[src/rtl/rst_seq_pkg.sv]
// Shared types for the reset sequencer: FSM state enum and counter width helper.
// No ports; imported by rst_seq_sync.
package rst_seq_pkg;

  typedef enum logic [1:0] {
    SYNC,
    HOLD,
    RELEASE,
    RUN
  } rst_seq_state_t;

  // Counter width able to hold 0..n, never narrower than one bit.
  function automatic int cnt_w(input int n);
    int w;
    w = $clog2(n + 1);
    return (w < 1) ? 1 : w;
  endfunction

endpackage

[src/rtl/rst_sync_chain.sv]
// Async-assert, sync-deassert shift chain whose D input is tied to 1.
// Ports: CLK clock, RST async active-high clear, q chain output.
module rst_sync_chain #(
  parameter int NUM_STAGES = 2
) (
  input  logic CLK,
  input  logic RST,
  output logic q
);

  logic [NUM_STAGES-1:0] chain;

  always_ff @(posedge CLK or posedge RST) begin
    if (RST) begin
      chain <= '0;
    end else begin
      chain <= {chain[NUM_STAGES-2:0], 1'b1};
    end
  end

  assign q = chain[NUM_STAGES-1];

endmodule

[src/rtl/rst_seq_sync.sv]
// Reset synchroniser plus ordered release of NUM_RSTS active-low channels.
// Ports: CLK, RST (async high), SW_RST (sync soft reset), SYNC_RST[NUM_RSTS], RST_DONE.
module rst_seq_sync
  import rst_seq_pkg::*;
#(
  parameter int NUM_STAGES  = 2,
  parameter int NUM_RSTS    = 3,
  parameter int HOLD_CYCLES = 4,
  parameter int GAP_CYCLES  = 2
) (
  input  logic                CLK,
  input  logic                RST,
  input  logic                SW_RST,
  output logic [NUM_RSTS-1:0] SYNC_RST,
  output logic                RST_DONE
);

  localparam int HW = cnt_w(HOLD_CYCLES);
  localparam int GW = cnt_w(GAP_CYCLES);
  localparam int IW = cnt_w(NUM_RSTS);

  // From SYNC the sampling edge itself counts as the first hold cycle,
  // so the load is one short. A soft reset reloads the full count
  // because the first low sample of SW_RST is the anchor edge.
  localparam logic [HW-1:0] HOLD_LOAD =
    HW'((HOLD_CYCLES > 0) ? HOLD_CYCLES - 1 : 0);
  localparam logic [HW-1:0] HOLD_FULL = HW'(HOLD_CYCLES);
  localparam logic [GW-1:0] GAP_LOAD =
    GW'((GAP_CYCLES > 0) ? GAP_CYCLES - 1 : 0);
  localparam logic [IW-1:0] LAST_IDX = IW'(NUM_RSTS - 1);

  rst_seq_state_t      state, state_n;
  logic [HW-1:0]       hold_cnt, hold_n;
  logic [GW-1:0]       gap_cnt, gap_n;
  logic [IW-1:0]       idx, idx_n;
  logic [NUM_RSTS-1:0] sync_n;
  logic                done_n;
  logic                chain_out;
  logic                rel0;

  rst_sync_chain #(
    .NUM_STAGES(NUM_STAGES)
  ) u_chain (
    .CLK(CLK),
    .RST(RST),
    .q  (chain_out)
  );

  always_ff @(posedge CLK or posedge RST) begin
    if (RST) begin
      state    <= SYNC;
      hold_cnt <= '0;
      gap_cnt  <= '0;
      idx      <= '0;
      SYNC_RST <= '0;
      RST_DONE <= 1'b0;
    end else begin
      state    <= state_n;
      hold_cnt <= hold_n;
      gap_cnt  <= gap_n;
      idx      <= idx_n;
      SYNC_RST <= sync_n;
      RST_DONE <= done_n;
    end
  end

  always_comb begin
    state_n = state;
    hold_n  = hold_cnt;
    gap_n   = gap_cnt;
    idx_n   = idx;
    sync_n  = SYNC_RST;
    done_n  = RST_DONE;
    rel0    = 1'b0;

    if (state != SYNC && SW_RST) begin
      state_n = HOLD;
      hold_n  = HOLD_FULL;
      gap_n   = '0;
      idx_n   = '0;
      sync_n  = '0;
      done_n  = 1'b0;
    end else begin
      unique case (state)
        SYNC: begin
          if (chain_out) begin
            if (HOLD_CYCLES == 0) begin
              rel0 = 1'b1;
            end else begin
              state_n = HOLD;
              hold_n  = HOLD_LOAD;
            end
          end
        end
        HOLD: begin
          if (hold_cnt == '0) begin
            rel0 = 1'b1;
          end else begin
            hold_n = hold_cnt - HW'(1);
          end
        end
        RELEASE: begin
          if (gap_cnt == '0) begin
            for (int i = 0; i < NUM_RSTS; i++) begin
              if (IW'(i) == idx) begin
                sync_n[i] = 1'b1;
              end
            end
            if (idx == LAST_IDX) begin
              done_n  = 1'b1;
              state_n = RUN;
            end else begin
              idx_n = idx + IW'(1);
              gap_n = GAP_LOAD;
            end
          end else begin
            gap_n = gap_cnt - GW'(1);
          end
        end
        RUN: begin
        end
        default: begin
          state_n = SYNC;
        end
      endcase

      // Channel 0 release; with no gap (or a single channel) every
      // channel goes together and the sequence is complete.
      if (rel0) begin
        if (GAP_CYCLES == 0 || NUM_RSTS == 1) begin
          sync_n  = '1;
          done_n  = 1'b1;
          state_n = RUN;
        end else begin
          sync_n[0] = 1'b1;
          idx_n     = IW'(1);
          gap_n     = GAP_LOAD;
          state_n   = RELEASE;
        end
      end
    end
  end

endmodule
[config.mk]
export PLATFORM = sky130hd
export DESIGN_NAME = rst_seq_sync
export DESIGN_NICKNAME = d
export VERILOG_FILES = /design/src/rtl/rst_seq_pkg.sv /design/src/rtl/rst_sync_chain.sv /design/src/rtl/rst_seq_sync.sv
export SDC_FILE = /design/constraint.sdc
export NUM_CORES = 1
export LEC_CHECK = 0
export ABC_AREA = 1
export BUFFER_PORTS_ARGS = -buffer_cell sky130_fd_sc_hd__buf_2
export CAP_MARGIN = 20
export CORE_MARGIN = 10
export CORE_UTILIZATION = 50
export DETAILED_ROUTE_END_ITERATION = 10
export GPL_TIMING_DRIVEN = 0
export HOLD_SLACK_MARGIN = 0.08
export MAX_ROUTING_LAYER = met4
export PLACE_DENSITY = 0.77
export SETUP_SLACK_MARGIN = 0.3
export SKIP_CTS_REPAIR_TIMING = 1
export SLEW_MARGIN = 10
export SYNTH_ARGS = -nofsm -noshare
export SYNTH_HDL_FRONTEND = slang
export SYNTH_SLANG_ARGS = --single-unit
export TNS_END_PERCENT = 10
[constraint.sdc]
create_clock -name CLK -period 1.38 [get_ports CLK]
set_clock_uncertainty 0.15 [all_clocks]
set_input_delay 0.276 -clock CLK [delete_from_list [all_inputs] [get_ports CLK]]
set_output_delay 0.276 -clock CLK [all_outputs]
set_load 0.01 [all_outputs]
Word-level counts from Yosys, hierarchy flattened:

Index checks and enable logic that the tools add are counted.

* flip-flop bits (word level): 15
* input port bits: 3
* output and inout port bits: 4
* logic and storage cells: 82

* add/sub/neg operators: 3
* equal/unequal tests: 12
* muxes and demuxes: 34
* reduce and logical (&&, ||, !) cells: 24

Operators by type and width (number)
* 2-bit two-way mux: 15
* 3-bit two-way mux: 6
* 3-bit AND reduction: 6
* 2-bit nonzero test: 6
* 3-bit nonzero test: 4
* 1-bit two-way mux: 11
* 4-bit by 3-bit inequality test with 1-bit output (second input constant): 2
* 4-bit inequality test (second input constant): 2
* 2-bit zero test: 3
* 3-bit by 2-bit inequality test with 1-bit output (second input constant): 2
* 3-bit case mux with 2 select lines: 1
* 2-bit equality test (second input constant): 2
* 2-bit case mux with 2 select lines: 1
* 4-bit AND reduction: 1
* 4-bit nonzero test: 1
* 3-bit zero test: 1
* 3-bit inequality test (second input constant): 1
* 3-bit by 1-bit subtractor with 3-bit output (second input constant): 1
* 2-bit by 1-bit adder with 2-bit output (second input constant): 1
* 1-bit by 2-bit equality test with 1-bit output (first input constant): 1
* 2-bit by 1-bit equality test with 1-bit output (second input constant): 1
* 2-bit equality test (first input constant): 1
* 2-bit AND reduction: 1
* 2-bit by 1-bit subtractor with 2-bit output (second input constant): 1
* 1-bit logical AND: 1

Logic depth before layout (Yosys ltp):

Gate-level depths: netlist of the first run.

* depth after elaboration: 6
* mapped depth: 10
* depth with buffers taken out: 9

By module:

A second synthesis of the first run with hierarchy kept.

* cells, all modules: 94
* area total of the unflattened synthesis: 738.2 um^2

By module, submodules not included
* rst_seq_sync: instances 1, cells each 90, area each 680.7 um^2, sequential area each 300.3 um^2
* rst_sync_chain: instances 1, cells each 4, area each 57.6 um^2, sequential area each 50.0 um^2

Least setup slack after synthesis of the first run:

No wires, ideal clock.

* path kind: register to register
* from: register hold_cnt[0]
* to: register gap_cnt[0]
* data arrival time: 1269 ps
* slack: -104 ps
* cell stages (with the launch flop): 10
* path through: dfrtp_1 inv_1 ha_1 ha_1 nand3_2 buf_6 nand2_1 nor2_1 nand3_1 nand2_1

* cells in the longest elaborated chain, start to end: 6

Ends and longest elaborated chain
* start: declaration: line rst_seq_sync.sv:33 `logic [HW-1:0] hold_cnt, hold_n;`
* start signal: assignment: line rst_seq_sync.sv:59 `hold_cnt <= hold_n;`
* 3-bit zero test (*): line rst_seq_sync.sv:96 `if (hold_cnt == '0) begin`
* 1-bit two-way mux (*): line rst_seq_sync.sv:96
* 1-bit two-way mux (*): line rst_seq_sync.sv:84 `unique case (state)`
* 1-bit two-way mux (*): line rst_seq_sync.sv:76 `if (state != SYNC && SW_RST) begin`
* 4-bit by 3-bit inequality test with 1-bit output (no line) (tied with other cells)
* 2-bit AND reduction (no line) or 2-bit two-way mux (tied branches)
* end signal: assignment: line rst_seq_sync.sv:60 `gap_cnt <= gap_n;`
* end: declaration: line rst_seq_sync.sv:34 `logic [GW-1:0] gap_cnt, gap_n;`

Mark *: on every way between the ends. The rest lies on a longest branch, timed or not. The select of a mux whose other input is x is not followed.
A chain may end at the register's enable or synchronous reset.

Final worst setup path of the first run:

Same ends and word-level chain as after synthesis.

==> flow_metrics.env, run 1 <==
export IMPL_path_delay_family="flip-flops"
export IMPL_crit_end="gap_cnt[0]$_DFFE_PP0P_"
export IMPL_num_vias=742
export IMPL_layout_common_cells="nand2_1 (28), inv_1 (17), dfrtp_1 (12)"
export IMPL_pre_cts_slack_ns=-0.240
export IMPL_clock_path_buffers=2
export IMPL_startpoint="hold_cnt[0]$_DFFE_PP0P_"
export IMPL_final_hold_viol_count=14
export IMPL_portBuffers=6
export IMPL_regArea_um2=353
export IMPL_slew_violations=0
export IMPL_ios=7
export IMPL_syn_area_per_cell_um2=7.23
export IMPL_crit_path_max_fanout=5
export IMPL_clk_pin_slew_ns=0.08
export IMPL_grt_pass1_vias=678
export IMPL_r2r_end="gap_cnt[0]$_DFFE_PP0P_"
export IMPL_die_x_um=61.1
export IMPL_wl_per_cell_um=12.1
export IMPL_antennaDiodeCount=0
export IMPL_first_pass_iters=4
export IMPL_whs_ns=-0.130
export IMPL_ys_warn_count=0
export IMPL_finalSetupViolCount=10
export IMPL_cts_sinks=14
export IMPL_drc=0
export IMPL_maxSlewHeadroom=0.645
export IMPL_grt_setup_unrepaired="true"
export IMPL_yosys_area_top_type="dfrtp_1"
export IMPL_crit_arrival_ns=1.59
export IMPL_syn_instance_count=117
export IMPL_final_cell_area_um2=1030
export IMPL_initial_core_util=0.543
export IMPL_drt_iter0_drc=22
export IMPL_synth_top_area_frac=0.414
export IMPL_setup_tns_ns=-0.860
export IMPL_critPathKind="flop to flop"
export IMPL_p_leak_nw=0.541
export IMPL_power_density_nw_per_um2=1900
export IMPL_syn_num_nets=125
export IMPL_cts_buffers_inserted=3
export IMPL_tightest_slew_ns=0.532
export IMPL_grt_max_degree=15
export IMPL_finalCritPeriodShare=1.10
export IMPL_clock_fmax_ghz=0.657
export IMPL_violations="hold timing, setup timing"
export IMPL_multi_input_area_um2=499
export IMPL_endpoint_kind="flop"
export IMPL_dieArea_um2=3740
export IMPL_r2r_start="hold_cnt[0]$_DFFE_PP0P_"
export IMPL_cp_cell_sequence="inv_1 -> ha_2 -> ha_4 -> nand3_4 -> buf_4 -> a21oi_2 -> nand3_2 -> nand2_1"
export IMPL_netlist_top_cells_area="dfrtp_1 (41%), nand2_1 (15%), inv_1 (8.9%)"
export IMPL_min_path_type="input port to async pin"
export IMPL_coreArea_um2=1560
export IMPL_place_gp_congestion=0.833
export IMPL_placed_cell_area_um2=918
export IMPL_r2r_cells=8
export IMPL_setup_slack_ns=-0.143
export IMPL_startpoint_type="flop"
export IMPL_htree_levels=1
export IMPL_grt_ovfl_total=0
export IMPL_ant_nets=0
export IMPL_worst_path_buf_inv=2
export IMPL_rows=14
export IMPL_ir_worst_vdd_uv=1170
export IMPL_final_common_cell="nand2_1"
export IMPL_ctsRootBufferMaster="clkbuf_4"
export IMPL_path_depth=8
export IMPL_yosysUniqueCellTypes=18
export IMPL_grt_util_all_layers=0.101
export IMPL_cp_slowest_cell="dfrtp_1"
export IMPL_avgViaCountPerCell=5.19
export IMPL_grt_antenna_before_repair=0
export IMPL_outcome="finished, violations left"
export IMPL_total_power_mw=1.96
export IMPL_rrSetupSlack_ns=-0.14
export IMPL_dpl_hpwl_um=1230
export IMPL_yosysSeqAreaShare=0.414
export IMPL_fill_cells=139
export IMPL_area_growth_pct=22.2
export IMPL_route_final_wire_length_um=1730
export IMPL_nets=137
export IMPL_layout_drive_gt1_share=0.299
export IMPL_synth_area_um2=846
export IMPL_clk_latency_ns=0.28
export IMPL_ys_ff_latch=14
export IMPL_grt_first_pass_wirelength_um=2750
export IMPL_fin_crit_ns=1.52
export IMPL_die_y_um=61.1
export IMPL_cts_tree="yes"
export IMPL_crit_required_ns=1.45
export IMPL_cap_violations=0
export IMPL_critPathMaxStageDelay_ns=0.40
-- worst min-delay path by stage --
| stage | from | endpoint | slack [ns] | depth (start not counted) |
|---|---|---|---|---|
| 3_3_place_gp | RST | RST_DONE$_DFFE_PP0P_ | 0.19 | 2 |
| 2_1_floorplan | RST | RST_DONE$_DFFE_PP0P_ | 0.02 | 1 |
| 5_1_grt | RST | RST_DONE$_DFFE_PP0P_ | -0.1 | 2 |
| 6_report | RST | hold_cnt[0]$_DFFE_PP0P_ | -0.13 | 2 |
| 4_1_cts | RST | hold_cnt[0]$_DFFE_PP0P_ | -0.11 | 2 |
| 3_5_place_dp | RST | RST_DONE$_DFFE_PP0P_ | 0.19 | 2 |
-- report_power, final --
group	total, mW	internal, mW	switching, mW
Sequential	0.656	0.534	0.122
Combinational	1.07	0.428	0.644
Clock	0.232	0.101	0.130
-- cells in the mapped netlist --
master   count
a21oi_1      7
a22oi_1      1
a31oi_1      1
and3_1       1
buf_4        1
buf_6        1
conb_1       1
dfrtp_1     14
ha_1         5
inv_1       20
inv_2        1
nand2_1     33
nand2_2      1
nand3_1     15
nand3_2      1
nor2_1       9
nor2_2       2
o21ai_0      3
-- cells by family after synthesis --
| kind of cell | count (synthesis) | synth area share |
|---|---|---|
| AO/OA/AOI/OAI | 12 | 0.0754 |
| adder cells (fa/ha/maj) | 5 | 0.0740 |
| buffers and inverters | 23 | 0.115 |
| flip-flops | 14 | 0.414 |
| other | 1 | 0.00443 |
| AND/OR/NAND/NOR | 62 | 0.317 |
-- routing by layer --
layer | wire [um] | vias to the layer above | global-route usage
met3 | 119 | 4 | 0.0267
met4 | 23 | 0 | 0.0521
met2 | 798 | 20 | 0.158
met1 | 793 | 331 | 0.115
li1 | - | 387 | -
met5 | 0 | - | -
-- registers in the layout, summed over array words and instances, names as in the netlist --
| register | count |
|---|---|
| hold_cnt | 3 |
| SYNC_RST | 2 |
| gap_cnt | 2 |
| idx | 2 |
| state | 2 |
| u_chain.chain | 2 |
| RST_DONE | 1 |
-- stage by stage --
step / hold slack [ns] / cells / util
6_report: -0.130 / 143 / 0.663
3_3_place_gp: 0.185 / 139 / 0.589
3_5_place_dp: 0.189 / 139 / 0.589
4_1_cts: -0.113 / 142 / 0.604
5_1_grt: -0.0960 / 143 / 0.663
2_1_floorplan: 0.0152 / 117 / -
-- cell type report --
cell class | instances | share of cell area
plain buffers | 2 | 0.0218
clock buffers | 3 | 0.0218
inverters | 21 | 0.0763
multi-input cells | 80 | 0.483
flip-flops and latches | 14 | 0.341
well taps | 16 | 0.0194
repair buffers | 7 | 0.0363
-- worst register-to-register path, stage by stage (launching register included) --
cell,delay (ns)
dfrtp_1,0.40
inv_1,0.06
ha_2,0.18
ha_4,0.14
nand3_4,0.08
buf_4,0.17
a21oi_2,0.13
nand3_2,0.08
nand2_1,0.06
(Power assumes the default switching activity.)
==> run 2: changes to the inputs <==
--- a/config.mk
+++ b/config.mk
@@ -5,7 +5,6 @@
 export SDC_FILE = /design/constraint.sdc
 export NUM_CORES = 1
 export LEC_CHECK = 0
-export ABC_AREA = 1
 export BUFFER_PORTS_ARGS = -buffer_cell sky130_fd_sc_hd__buf_2
 export CAP_MARGIN = 20
 export CORE_MARGIN = 10
@@ -14,7 +13,7 @@
 export GPL_TIMING_DRIVEN = 0
 export HOLD_SLACK_MARGIN = 0.08
 export MAX_ROUTING_LAYER = met4
-export PLACE_DENSITY = 0.77
+export PLACE_DENSITY = 0.78
 export SETUP_SLACK_MARGIN = 0.3
 export SKIP_CTS_REPAIR_TIMING = 1
 export SLEW_MARGIN = 10
==> run 2 against run 1 <==
- the run still ends with hold timing, setup timing left
- core utilization is 0.54 points lower
- critical path depth is 2 lower
- clock power is 8.6% lower
- synthesized cell count is 38% lower
- highest routed layer is now met3
==> flow_metrics.env, run 2 <==
export IMPL_outcome="finished, violations left"
export IMPL_violations="hold timing, setup timing"
export IMPL_crit_required_ns=1.38
export IMPL_drt_iter0_drc=3
export IMPL_r2r_cells=6
export IMPL_clk_pin_slew_ns=0.08
export IMPL_htree_levels=1
export IMPL_dieArea_um2=3470
export IMPL_rrSetupSlack_ns=-0.38
export IMPL_r2r_start="hold_cnt[0]$_DFFE_PP0P_"
export IMPL_portBuffers=5
export IMPL_syn_area_per_cell_um2=10.4
export IMPL_setup_slack_ns=-0.379
export IMPL_ant_nets=0
export IMPL_ir_worst_vdd_uv=1170
export IMPL_synth_most_common_cell="dfrtp_1"
export IMPL_ys_flop_type="dfrtp_1"
export IMPL_total_power_mw=1.66
export IMPL_regArea_um2=353
export IMPL_grt_ovfl_total=0
export IMPL_yosysUniqueCellTypes=29
export IMPL_final_common_cell="dfrtp_1"
export IMPL_ys_warn_count=0
export IMPL_coreArea_um2=1370
export IMPL_yosysSeqAreaShare=0.463
export IMPL_finalCritPeriodShare=1.27
export IMPL_ios=7
export IMPL_wl_per_cell_um=14.3
export IMPL_fill_cells=110
export IMPL_netlist_top_cells_area="dfrtp_1 (46%), ha_1 (8.3%), inv_1 (4.5%)"
export IMPL_synth_edf_count=0
export IMPL_avgViaCountPerCell=5.48
export IMPL_clk_latency_ns=0.27
export IMPL_tightest_slew_ns=0.536
export IMPL_syn_instance_count=73
export IMPL_slew_violations=0
export IMPL_startpoint="hold_cnt[0]$_DFFE_PP0P_"
export IMPL_grt_pass1_vias=516
export IMPL_power_switching_mw=0.616
export IMPL_r2r_end="hold_cnt[0]$_DFFE_PP0P_"
export IMPL_pwr_share_clk=0.128
export IMPL_die_y_um=58.9
export IMPL_fin_crit_ns=1.76
export IMPL_nets=92
export IMPL_grt_antenna_before_repair=0
export IMPL_power_frac_comb=0.478
export IMPL_cap_violations=0
export IMPL_multi_input_area_um2=404
export IMPL_power_density_nw_per_um2=1850
export IMPL_startpoint_type="flop"
export IMPL_final_cell_area_um2=898
export IMPL_maxSlewHeadroom=0.642
export IMPL_yosys_top_cells_count="dfrtp_1 (14), inv_1 (9), a21oi_1 (6), nor2_1 (6), ha_1 (5)"
export IMPL_crit_path_max_fanout=4
export IMPL_rows=13
export IMPL_grt_first_pass_wirelength_um=2280
export IMPL_cts_buffers_inserted=3
export IMPL_clock_fmax_ghz=0.569
export IMPL_min_path_type="input port to async pin"
export IMPL_route_final_wire_length_um=1390
export IMPL_whs_ns=-0.120
export IMPL_num_vias=532
export IMPL_postLayoutCoreUtil=0.658
export IMPL_placed_cell_area_um2=827
export IMPL_syn_num_nets=81
export IMPL_crit_arrival_ns=1.76
export IMPL_die_x_um=58.9
export IMPL_cts_tree="yes"
export IMPL_yosys_area_top_type="dfrtp_1"
export IMPL_place_gp_congestion=0.758
export IMPL_p_int_mw=1.04
export IMPL_endpoint_kind="flop"
export IMPL_final_hold_viol_count=14
export IMPL_area_growth_pct=18.7
export IMPL_finalSetupViolCount=11
export IMPL_crit_end="hold_cnt[0]$_DFFE_PP0P_"
export IMPL_setup_tns_ns=-1.92
export IMPL_antennaDiodeCount=0
export IMPL_critPathKind="flop to flop"
export IMPL_layout_drive_gt1_share=0.329
export IMPL_drc=0
export IMPL_regMostFlops="hold_cnt"
export IMPL_seqPwrFrac=0.394
export IMPL_cts_sinks=14
export IMPL_ctsRootBufferMaster="clkbuf_4"
export IMPL_synth_area_um2=757
export IMPL_p_leak_nw=0.406
export IMPL_largest_reg_flops=3
export IMPL_ys_ff_latch=14
export IMPL_initial_core_util=0.554
export IMPL_swShare=0.372
export IMPL_grt_setup_unrepaired="true"
export IMPL_layout_common_cells="dfrtp_1 (12), inv_1 (8), nor2_1 (6)"
export IMPL_synth_top_area_frac=0.463
export IMPL_synthArstFlopShare=1.00
export IMPL_dpl_hpwl_um=987
export IMPL_grt_max_degree=15
export IMPL_first_pass_iters=2
export IMPL_clock_path_buffers=2
export IMPL_grt_util_all_layers=0.0834
[run 2: power by group through the flow]
stage | clock network (mW) | registers, mW | logic (mW)
4_1_cts | 0.221 | 0.629 | 0.711
3_3_place_gp | 0 | 0.631 | 0.680
2_1_floorplan | 0 | 0.620 | 0.575
6_report | 0.212 | 0.653 | 0.792
5_1_grt | 0.234 | 0.672 | 0.895
3_5_place_dp | 0 | 0.633 | 0.709
[run 2: stage by stage]
stage | cells | hold WS, ns | setup WS, ns
2_1_floorplan | 73 | 0.0152 | -0.274
3_3_place_gp | 93 | 0.181 | -0.343
3_5_place_dp | 93 | 0.186 | -0.386
4_1_cts | 96 | -0.113 | -0.400
5_1_grt | 97 | -0.102 | -0.456
6_report | 97 | -0.120 | -0.379
[run 2: logic make-up after synthesis]
logic type	Yosys count	share of synthesized area
other	1	0.00495
muxes	3	0.0430
AOI/OAI and AO/OA	21	0.183
adders and majority gates	5	0.0826
and+or+nand+nor	16	0.142
buffers and inverters	13	0.0810
DFF	14	0.463
[run 2: final cells by class]
| cell class | count | share of cell area |
|---|---|---|
| repair buffers | 6 | 0.0432 |
| plain buffers | 4 | 0.0306 |
| inverters | 9 | 0.0376 |
| flip-flops and latches | 14 | 0.393 |
| multi-input cells | 46 | 0.450 |
| well taps | 15 | 0.0209 |
| clock buffers | 3 | 0.0251 |
[run 2: layer usage]
layer,GRT usage,vias up,part of all wire
met1,0.107,252,0.49
met5,-,-,0
met4,0.00984,0,0
li1,-,270,-
met2,0.117,10,0.44
met3,0.0429,0,0.065
[run 2: how the worst min path moves through the flow]
stage	slack, ns	from	endpoint
floorplan	0.02	RST	RST_DONE$_DFFE_PP0P_
global placement	0.18	u_chain.chain[0]$_DFF_PP0_	u_chain.chain[1]$_DFF_PP0_
detailed placement	0.19	RST	hold_cnt[0]$_DFFE_PP0P_
CTS	-0.11	RST	hold_cnt[1]$_DFFE_PP0P_
global route	-0.10	RST	hold_cnt[1]$_DFFE_PP0P_
finish	-0.12	RST	idx[0]$_DFFE_PP0P_
[run 2: critical path: stages, from the launching register on]
cell and delay, ns:
dfrtp_1 0.37, inv_1 0.05, ha_2 0.18, ha_4 0.17
a21oi_4 0.13, o32a_1 0.26, mux2_4 0.33
